===== config.mk =====
export PLATFORM = sky130hd
export DESIGN_NAME = mmio_uart_tx
export DESIGN_NICKNAME = d
export VERILOG_FILES = /design/src/rtl/mmio_uart_tx.sv
export SDC_FILE = /design/constraint.sdc
export NUM_CORES = 1
export LEC_CHECK = 0
export BUFFER_PORTS_ARGS = -buffer_cell sky130_fd_sc_hd__buf_2
export CAP_MARGIN = 20
export CELL_PAD_IN_SITES_DETAIL_PLACEMENT = 0
export CELL_PAD_IN_SITES_GLOBAL_PLACEMENT = 1
export CORE_ASPECT_RATIO = 0.8
export CORE_MARGIN = 4
export CORE_UTILIZATION = 40
export CTS_CLUSTER_SIZE = 14
export DETAILED_ROUTE_END_ITERATION = 6
export GPL_ROUTABILITY_DRIVEN = 0
export PLACE_DENSITY = 0.78
export SLEW_MARGIN = 5
export SYNTH_ARGS = -nofsm -noshare
export SYNTH_HDL_FRONTEND = slang
export SYNTH_SLANG_ARGS = --single-unit

===== constraint.sdc =====
create_clock -name clk -period 5.5 [get_ports clk]
set_input_delay 1.1 -clock clk [delete_from_list [all_inputs] [get_ports clk]]
set_output_delay 1.1 -clock clk [all_outputs]
set_load 0.02 [all_outputs]

===== src/rtl/mmio_uart_tx.sv =====
// Memory-mapped 8N1 UART transmitter on the CPU data bus: TXDATA stores feed a small
// FIFO that is serialised on tx; STATUS reports full/busy/count/overflow.
module mmio_uart_tx #(
  parameter logic [31:0] BASE_ADDR    = 32'h0000_1000,
  parameter int unsigned CLKS_PER_BIT = 52,
  parameter int unsigned FIFO_DEPTH   = 4
) (
  input  logic        clk,
  input  logic        reset_n,
  input  logic [31:0] addr,
  input  logic [31:0] write_data,
  input  logic        memwrite,
  input  logic        memread,
  output logic [31:0] read_data,
  output logic        tx
);

  localparam int unsigned      PtrW     = $clog2(FIFO_DEPTH);
  localparam int unsigned      BaudW    = $clog2(CLKS_PER_BIT);
  localparam logic [BaudW-1:0] BaudLoad = BaudW'(CLKS_PER_BIT - 1);
  localparam logic [4:0]       DepthCnt = 5'(FIFO_DEPTH);

  typedef enum logic [1:0] {StIdle, StStart, StData, StStop} state_e;

  state_e            state_q, state_d;
  logic [BaudW-1:0]  baud_q, baud_d;
  logic [2:0]        bit_q, bit_d;
  logic [7:0]        shift_q, shift_d;
  logic              tx_q, tx_d;
  logic [4:0]        count_q, count_d;
  logic [PtrW-1:0]   wr_ptr_q, wr_ptr_d;
  logic [PtrW-1:0]   rd_ptr_q, rd_ptr_d;
  logic              overflow_q, overflow_d;
  logic [7:0]        mem_q [FIFO_DEPTH];

  logic       sel, wr_txdata, wr_status, status_rd;
  logic       full, empty, busy, push, pop, baud_last;
  logic [2:0] count_sat;
  logic       unused_bits;

  assign sel       = (addr[31:3] == BASE_ADDR[31:3]);
  assign wr_txdata = memwrite & sel & ~addr[2];
  assign wr_status = memwrite & sel & addr[2];
  assign status_rd = memread & sel & addr[2];
  assign full      = (count_q == DepthCnt);
  assign empty     = (count_q == 5'd0);
  assign busy      = (state_q != StIdle);
  assign push      = wr_txdata & ~full;
  assign baud_last = (baud_q == '0);
  assign unused_bits = ^{addr[1:0], write_data[31:8]};

  // tx_d is the line level for the state being entered, so tx stays a clean flop output.
  always_comb begin
    state_d = state_q;
    baud_d  = baud_q;
    bit_d   = bit_q;
    shift_d = shift_q;
    tx_d    = tx_q;
    pop     = 1'b0;
    unique case (state_q)
      StIdle: begin
        tx_d = 1'b1;
        pop  = ~empty;
      end
      StStart: begin
        if (baud_last) begin
          state_d = StData;
          bit_d   = 3'd0;
          baud_d  = BaudLoad;
          tx_d    = shift_q[0];
        end else begin
          baud_d = baud_q - 1'b1;
        end
      end
      StData: begin
        if (baud_last) begin
          baud_d  = BaudLoad;
          shift_d = {1'b0, shift_q[7:1]};
          if (bit_q == 3'd7) begin
            state_d = StStop;
            tx_d    = 1'b1;
          end else begin
            bit_d = bit_q + 3'd1;
            tx_d  = shift_q[1];
          end
        end else begin
          baud_d = baud_q - 1'b1;
        end
      end
      StStop: begin
        if (baud_last) begin
          if (!empty) begin
            pop = 1'b1;
          end else begin
            state_d = StIdle;
            tx_d    = 1'b1;
          end
        end else begin
          baud_d = baud_q - 1'b1;
        end
      end
    endcase
    if (pop) begin
      shift_d = mem_q[rd_ptr_q];
      baud_d  = BaudLoad;
      state_d = StStart;
      tx_d    = 1'b0;
    end
  end

  always_comb begin
    wr_ptr_d   = push ? wr_ptr_q + PtrW'(1) : wr_ptr_q;
    rd_ptr_d   = pop ? rd_ptr_q + PtrW'(1) : rd_ptr_q;
    count_d    = count_q;
    unique case ({push, pop})
      2'b10:   count_d = count_q + 5'd1;
      2'b01:   count_d = count_q - 5'd1;
      default: count_d = count_q;
    endcase
    overflow_d = overflow_q;
    if (wr_status) begin
      overflow_d = 1'b0;
    end else if (wr_txdata && full) begin
      overflow_d = 1'b1;
    end
  end

  always_ff @(posedge clk or negedge reset_n) begin
    if (!reset_n) begin
      state_q    <= StIdle;
      baud_q     <= '0;
      bit_q      <= 3'd0;
      shift_q    <= 8'd0;
      tx_q       <= 1'b1;
      count_q    <= 5'd0;
      wr_ptr_q   <= '0;
      rd_ptr_q   <= '0;
      overflow_q <= 1'b0;
    end else begin
      state_q    <= state_d;
      baud_q     <= baud_d;
      bit_q      <= bit_d;
      shift_q    <= shift_d;
      tx_q       <= tx_d;
      count_q    <= count_d;
      wr_ptr_q   <= wr_ptr_d;
      rd_ptr_q   <= rd_ptr_d;
      overflow_q <= overflow_d;
    end
  end

  // Storage needs no reset: the pointers and count define which entries are valid.
  always_ff @(posedge clk) begin
    if (push) begin
      mem_q[wr_ptr_q] <= write_data[7:0];
    end
  end

  assign count_sat = (count_q > 5'd7) ? 3'd7 : count_q[2:0];
  assign read_data = status_rd ? {26'd0, overflow_q, count_sat, busy, full} : 32'd0;
  assign tx        = tx_q;

endmodule


[Word level (Yosys, flattened, before mapping)]
Memory sizes are Yosys's and may differ from the RTL's.
Cells that the tools add are included.
Widths: inputs -> output; s select.
Storage, ports and cells
  memories kept: 1
  word-level logic and storage cells: 96
  register bits: 30
  bits in writable memories: 32
  input bits: 68
  output and inout port bits: 33
Cells by class
  muxes and demuxes: 35
  equality and inequality tests: 17
  order comparisons: 1
  bitwise gates (word level): 9
  add/sub/neg operators: 6
  reduce and logical (&&, ||, !) cells: 18
Memory list
  mem_q: words 4, bits a word 8, rd ports 1, clocked after memory_dff 0, write ports 1, line 34  | logic [7:0] mem_q [FIFO_DEPTH];
Operator list (count)
  $eq 29x10->1 const B: 1
  $mux 6: 4
  $mux 8: 3
  $ne 3x3->1 const B: 6
  $mux 1: 12
  $mux 2: 6
  $mux 3: 4
  $pmux 6 s2: 1
  $reduce_bool 2->1: 6
  $pmux 5 s2: 1
  $reduce_and 4->1: 2
  $and 1x1->1: 6
  $eq 2x2->1 const B: 3
  $logic_not 6->1: 1
  $ne 2x2->1 const B: 3
  $pmux 2 s3: 1
  $pmux 3 s2: 1
  $reduce_and 6->1: 1
  $sub 6x1->6 const B: 1
  $add 5x1->5 const B: 1
  $eq 5x3->1 const B: 1
  $gt 5x3->1 const B: 1
  $logic_not 5->1: 1
  $sub 5x1->5 const B: 1
  13 further kinds: 18

[Logic depth before layout (Yosys ltp)]
  depth in word-level cells: 6
  mapped depth: 15
  gate-level depth less buffers: 14

[Worst setup path after synthesis]
Ideal clock, no wire load.
  path type: in2reg
  from: in addr[19]
  to: reg count_q[4]
  cell stages on the path: 12
  path buffers: 0
  arrival time: 3232 ps
  setup time: 125 ps
  required time: 5375 ps
  slack: 2143 ps
  cells stage by stage: nor4_1 -> nand4_1 -> nor4_2 -> inv_1 -> ha_1 -> xor2_1 -> ha_1 -> nand3b_1 -> o21ai_0 -> a222oi_1 -> nor2_1 -> xor2_1
On the way
  cells in the longest elaborated chain, start to end: 6
  elaborated cells on any way between the ends: 8
  classes of those cells: eq/ne: 3; mux: 1; bitwise: 3; reduce/logical: 1
RTL lines
  start: declaration: line 10  | input logic [31:0] addr,
  $eq 29x10->1 (*): line 41  | assign sel = (addr[31:3] == BASE_ADDR[31:3]);
  $and 1x1->1 (*) (2 in series): line 42  | assign wr_txdata = memwrite & sel & ~addr[2];
  $and 1x1->1 (*): line 48  | assign push = wr_txdata & ~full;
  $eq 2x1->1 or $eq 2x2->1 (tied branches): line 115  | unique case ({push, pop})
  $pmux 5 s2 or $reduce_bool 2->1 (tied branches)
  end signal: assignment: line 145  | count_q <= count_d;
  end: declaration: line 30  | logic [4:0] count_q, count_d;
Every way passes the cells marked *; elsewhere a longest branch is shown, timed or not.
A chain may end at the register's enable or synchronous reset.

[Worst setup path after layout]
  from: in addr[14]
  to: out read_data[4]
On the way
  cells in the longest elaborated chain, start to end: 4
RTL lines
  $eq 29x10->1: line 41
  $and 1x1->1 (2 in series): line 44  | assign status_rd = memread & sel & addr[2];
  $mux 6: line 160  | assign read_data = status_rd ? {26'd0, overflow_q, count_sat, busy, full} : 32'd0;
  end: declaration: line 14  | output logic [31:0] read_data,
No other way between the ends.

==> impl_metrics.yaml <==
outcome:
  outcome: "finished, final reports clean"
synth:
  synth_area_leaders: "edfxtp_1 29%, dfrtp_1 22%, buf_4 5.9%, ha_1 5.7%, mux4_2 5.4%"
  synth.top_cell.area_share: 0.289
  async_flop_share: 0.484
  netlist_top_cells_count: "32 x edfxtp_1, 29 x dfrtp_1, 26 x buf_4"
  yosysTopAreaCell: "edfxtp_1"
  synth-edff-count: 32
  ys_ff_latch: 62
  synthDistinctLibCells: 57
  synth_most_common_cell: "edfxtp_1"
  avgSynthCellArea_um2: 12.0
  yosysWarnings: 0
  synth_flop_cell: "edfxtp_1"
  syn_area_um2: 3320
  seq_area_frac_synth: 0.516
  synth_cells: 276
worst_hold_path:
  hold_path_class: "register to register"
  hold_depth: 2
timing:
  finalSetupViolCount: 0
  hold_viol: 0
  fmax_mhz: 279
  final.setup.tns_ns: 0
  rsz0062_at_grt: "false"
  finalCritPeriodShare: 0.652
  drv_slew: 0
  fin_crit_ns: 3.59
  holdWs_ns: 0.508
  fin_worst_skew_ns: 0.00999
  slew-limit-headroom: 0.538
  worst_pin_slew_ns: 0.694
worst_setup_path:
  crit_slowest_cell: "nor4b_1"
  crit_path_end_kind: "primary output"
  required_ns: 4.40
  crit_family: "simple AND/OR/NAND/NOR gates"
  ff2ff_setup_slack_ns: 2.27
  ff2ff_path_depth: 12
  worst-path-buf-inv: 2
  crit_path_start_kind: "primary input"
  crit_path_max_incr_delay_ns: 0.32
  path_cells: "buf_2 -> nor4b_1 -> nand4_1 -> nor2_1 -> nand3_1 -> nor2_1 -> buf_2"
  crit_cells: 7
  cp.arrival_ns: 2.49
  crit_fanout: 6
  worstSetupPathType: "primary input to primary output"
die:
  coreArea_um2: 8020
  fp.dieH_um: 89.5
  pin_count: 101
  initial_utilization: 0.414
  num_rows: 29
  die_area_um2: 9830
  die_w_um: 110
route:
  wire_per_inst_um: 13.3
  drc: 0
  vias_per_cell: 4.88
  antenna_left: 0
  drtIter0Drc: 76
  drt-pass1-iter-count: 4
  dr_total_vias: 2141
  drt-total-wl_um: 5840
power_and_ir_drop:
  p_leak_nw: 1.62
  total_power_mw: 0.947
  powerDensity_nw_per_um2: 254
  vdd_drop_max_v: 0.000129
layout:
  n_fill_cell: 740
  fin_nets: 409
  fin_area_um2: 3720
  diodes: 0
  layout-drive-gt1-share: 0.266
  syn_to_final_growth_pct: 12.2
  fin_util: 0.465
global_routing:
  antenna_found_initial: 0
  grt_pass1_vias: 2074
  grt_max_degree: 31
  grt_usage: 0.130
  grt_pass1_wl_um: 9800
  grt.overflow.total: 0
job:
  drv_cap: 0
clocking:
  cts.clk_slew.worst_paths_ns: 0.07
  hold_buffers: 0
  cts_buffer_depth: 2
  clock-sinks: 62
  clock_latency_ns: 0.34
  root_buffer: "clkbuf_8"
  cts_resized: 0
  cts_setup_buffers: 0
  cts_tree: "built"
  cts-buffers-inserted: 9
  htree_num_levels: 3
placed_design:
  dp_hpwl_um: 4220
  portBuffers: 48
  placedInstanceArea_um2: 3550
[registers in the layout (all words and copies together), names as in the netlist]
signal,flops
mem_q,32
shift_q,8
baud_q,6
count_q,5
bit_q,3
rd_ptr_q,2
state_q,2
wr_ptr_q,2
overflow_q,1
tx,1
[placed cells by master, fill, tap and decap left out, types with 9 or more instances in the layout]
master	instances
buf_2	48
edfxtp_1	32
dfrtp_1	29
conb_1	26
nand2_1	19
nor2_1	16
ha_1	15
inv_1	12
o21ai_0	12
clkbuf_8	9
[logic make-up after synthesis]
kind of cell | after synthesis | share of synthesized area
AO/OA/AOI/OAI | 42 | 0.0889
XOR/XNOR | 14 | 0.0369
adder cells (fa/ha/maj) | 15 | 0.0565
buffers and inverters | 47 | 0.0867
flip-flops | 62 | 0.516
multiplexers | 18 | 0.0867
other | 1 | 0.00113
AND/OR/NAND/NOR | 77 | 0.127
[metrics by stage]
step | cells | setup WS (ns)
3_3_place_gp | 423 | 1.73
5_1_grt | 439 | 1.73
2_1_floorplan | 301 | 2.14
6_report | 439 | 1.91
4_1_cts | 439 | 1.91
3_5_place_dp | 423 | 1.69
[worst register-to-register path: stages, from the launching register on]
cell and delay (ns):
dfrtp_1 0.41, inv_1 0.09, ha_1 0.44, a21oi_1 0.34
o21ai_2 0.22, inv_2 0.33, ha_1 0.34, xor2_1 0.17
ha_1 0.20, nor2_1 0.05, a222oi_1 0.28, nor2_1 0.09
xor2_1 0.14
[final cells by class]
| type | instances | area, µm² | share of cell area |
|---|---|---|---|
| timing repair buffer | 48 | 240 | 0.0645 |
| clock inverter | 7 | 50.0 | 0.0134 |
| inverter | 13 | 48.8 | 0.0131 |
| sequential | 62 | 1710 | 0.460 |
| multi-input combinational | 192 | 1410 | 0.380 |
| tap | 108 | 135 | 0.0363 |
| clock buffer | 9 | 124 | 0.0333 |
[per-layer routing]
| metal | part of all wire | up-vias | routed length, µm | track usage |
|---|---|---|---|---|
| met5 | 0 | - | 0 | 0 |
| met4 | 0.0060 | 0 | 35 | 0.0374 |
| met3 | 0.069 | 2 | 401 | 0.0462 |
| met2 | 0.47 | 76 | 2730 | 0.205 |
| met1 | 0.46 | 1011 | 2680 | 0.171 |
| li1 | - | 1052 | - | - |
[report_power, final]
part           switching, mW  internal, mW
Clock                  0.183         0.164
Combinational         0.0413        0.0296
Sequential            0.0153         0.514
[worst paths after layout]
| path | startpoint | end |
|---|---|---|
| worst max-delay path | addr[14] | read_data[4] |
| worst min-delay path | shift_q[7] | shift_q[7] |
| worst max register to register | state_q[0] | count_q[4] |
| worst min register to register | shift_q[7] | shift_q[7] |
| max in group asynchronous | reset_n | state_q[1] |
| min in group asynchronous | reset_n | count_q[3] |
(Power assumes the default switching activity.)
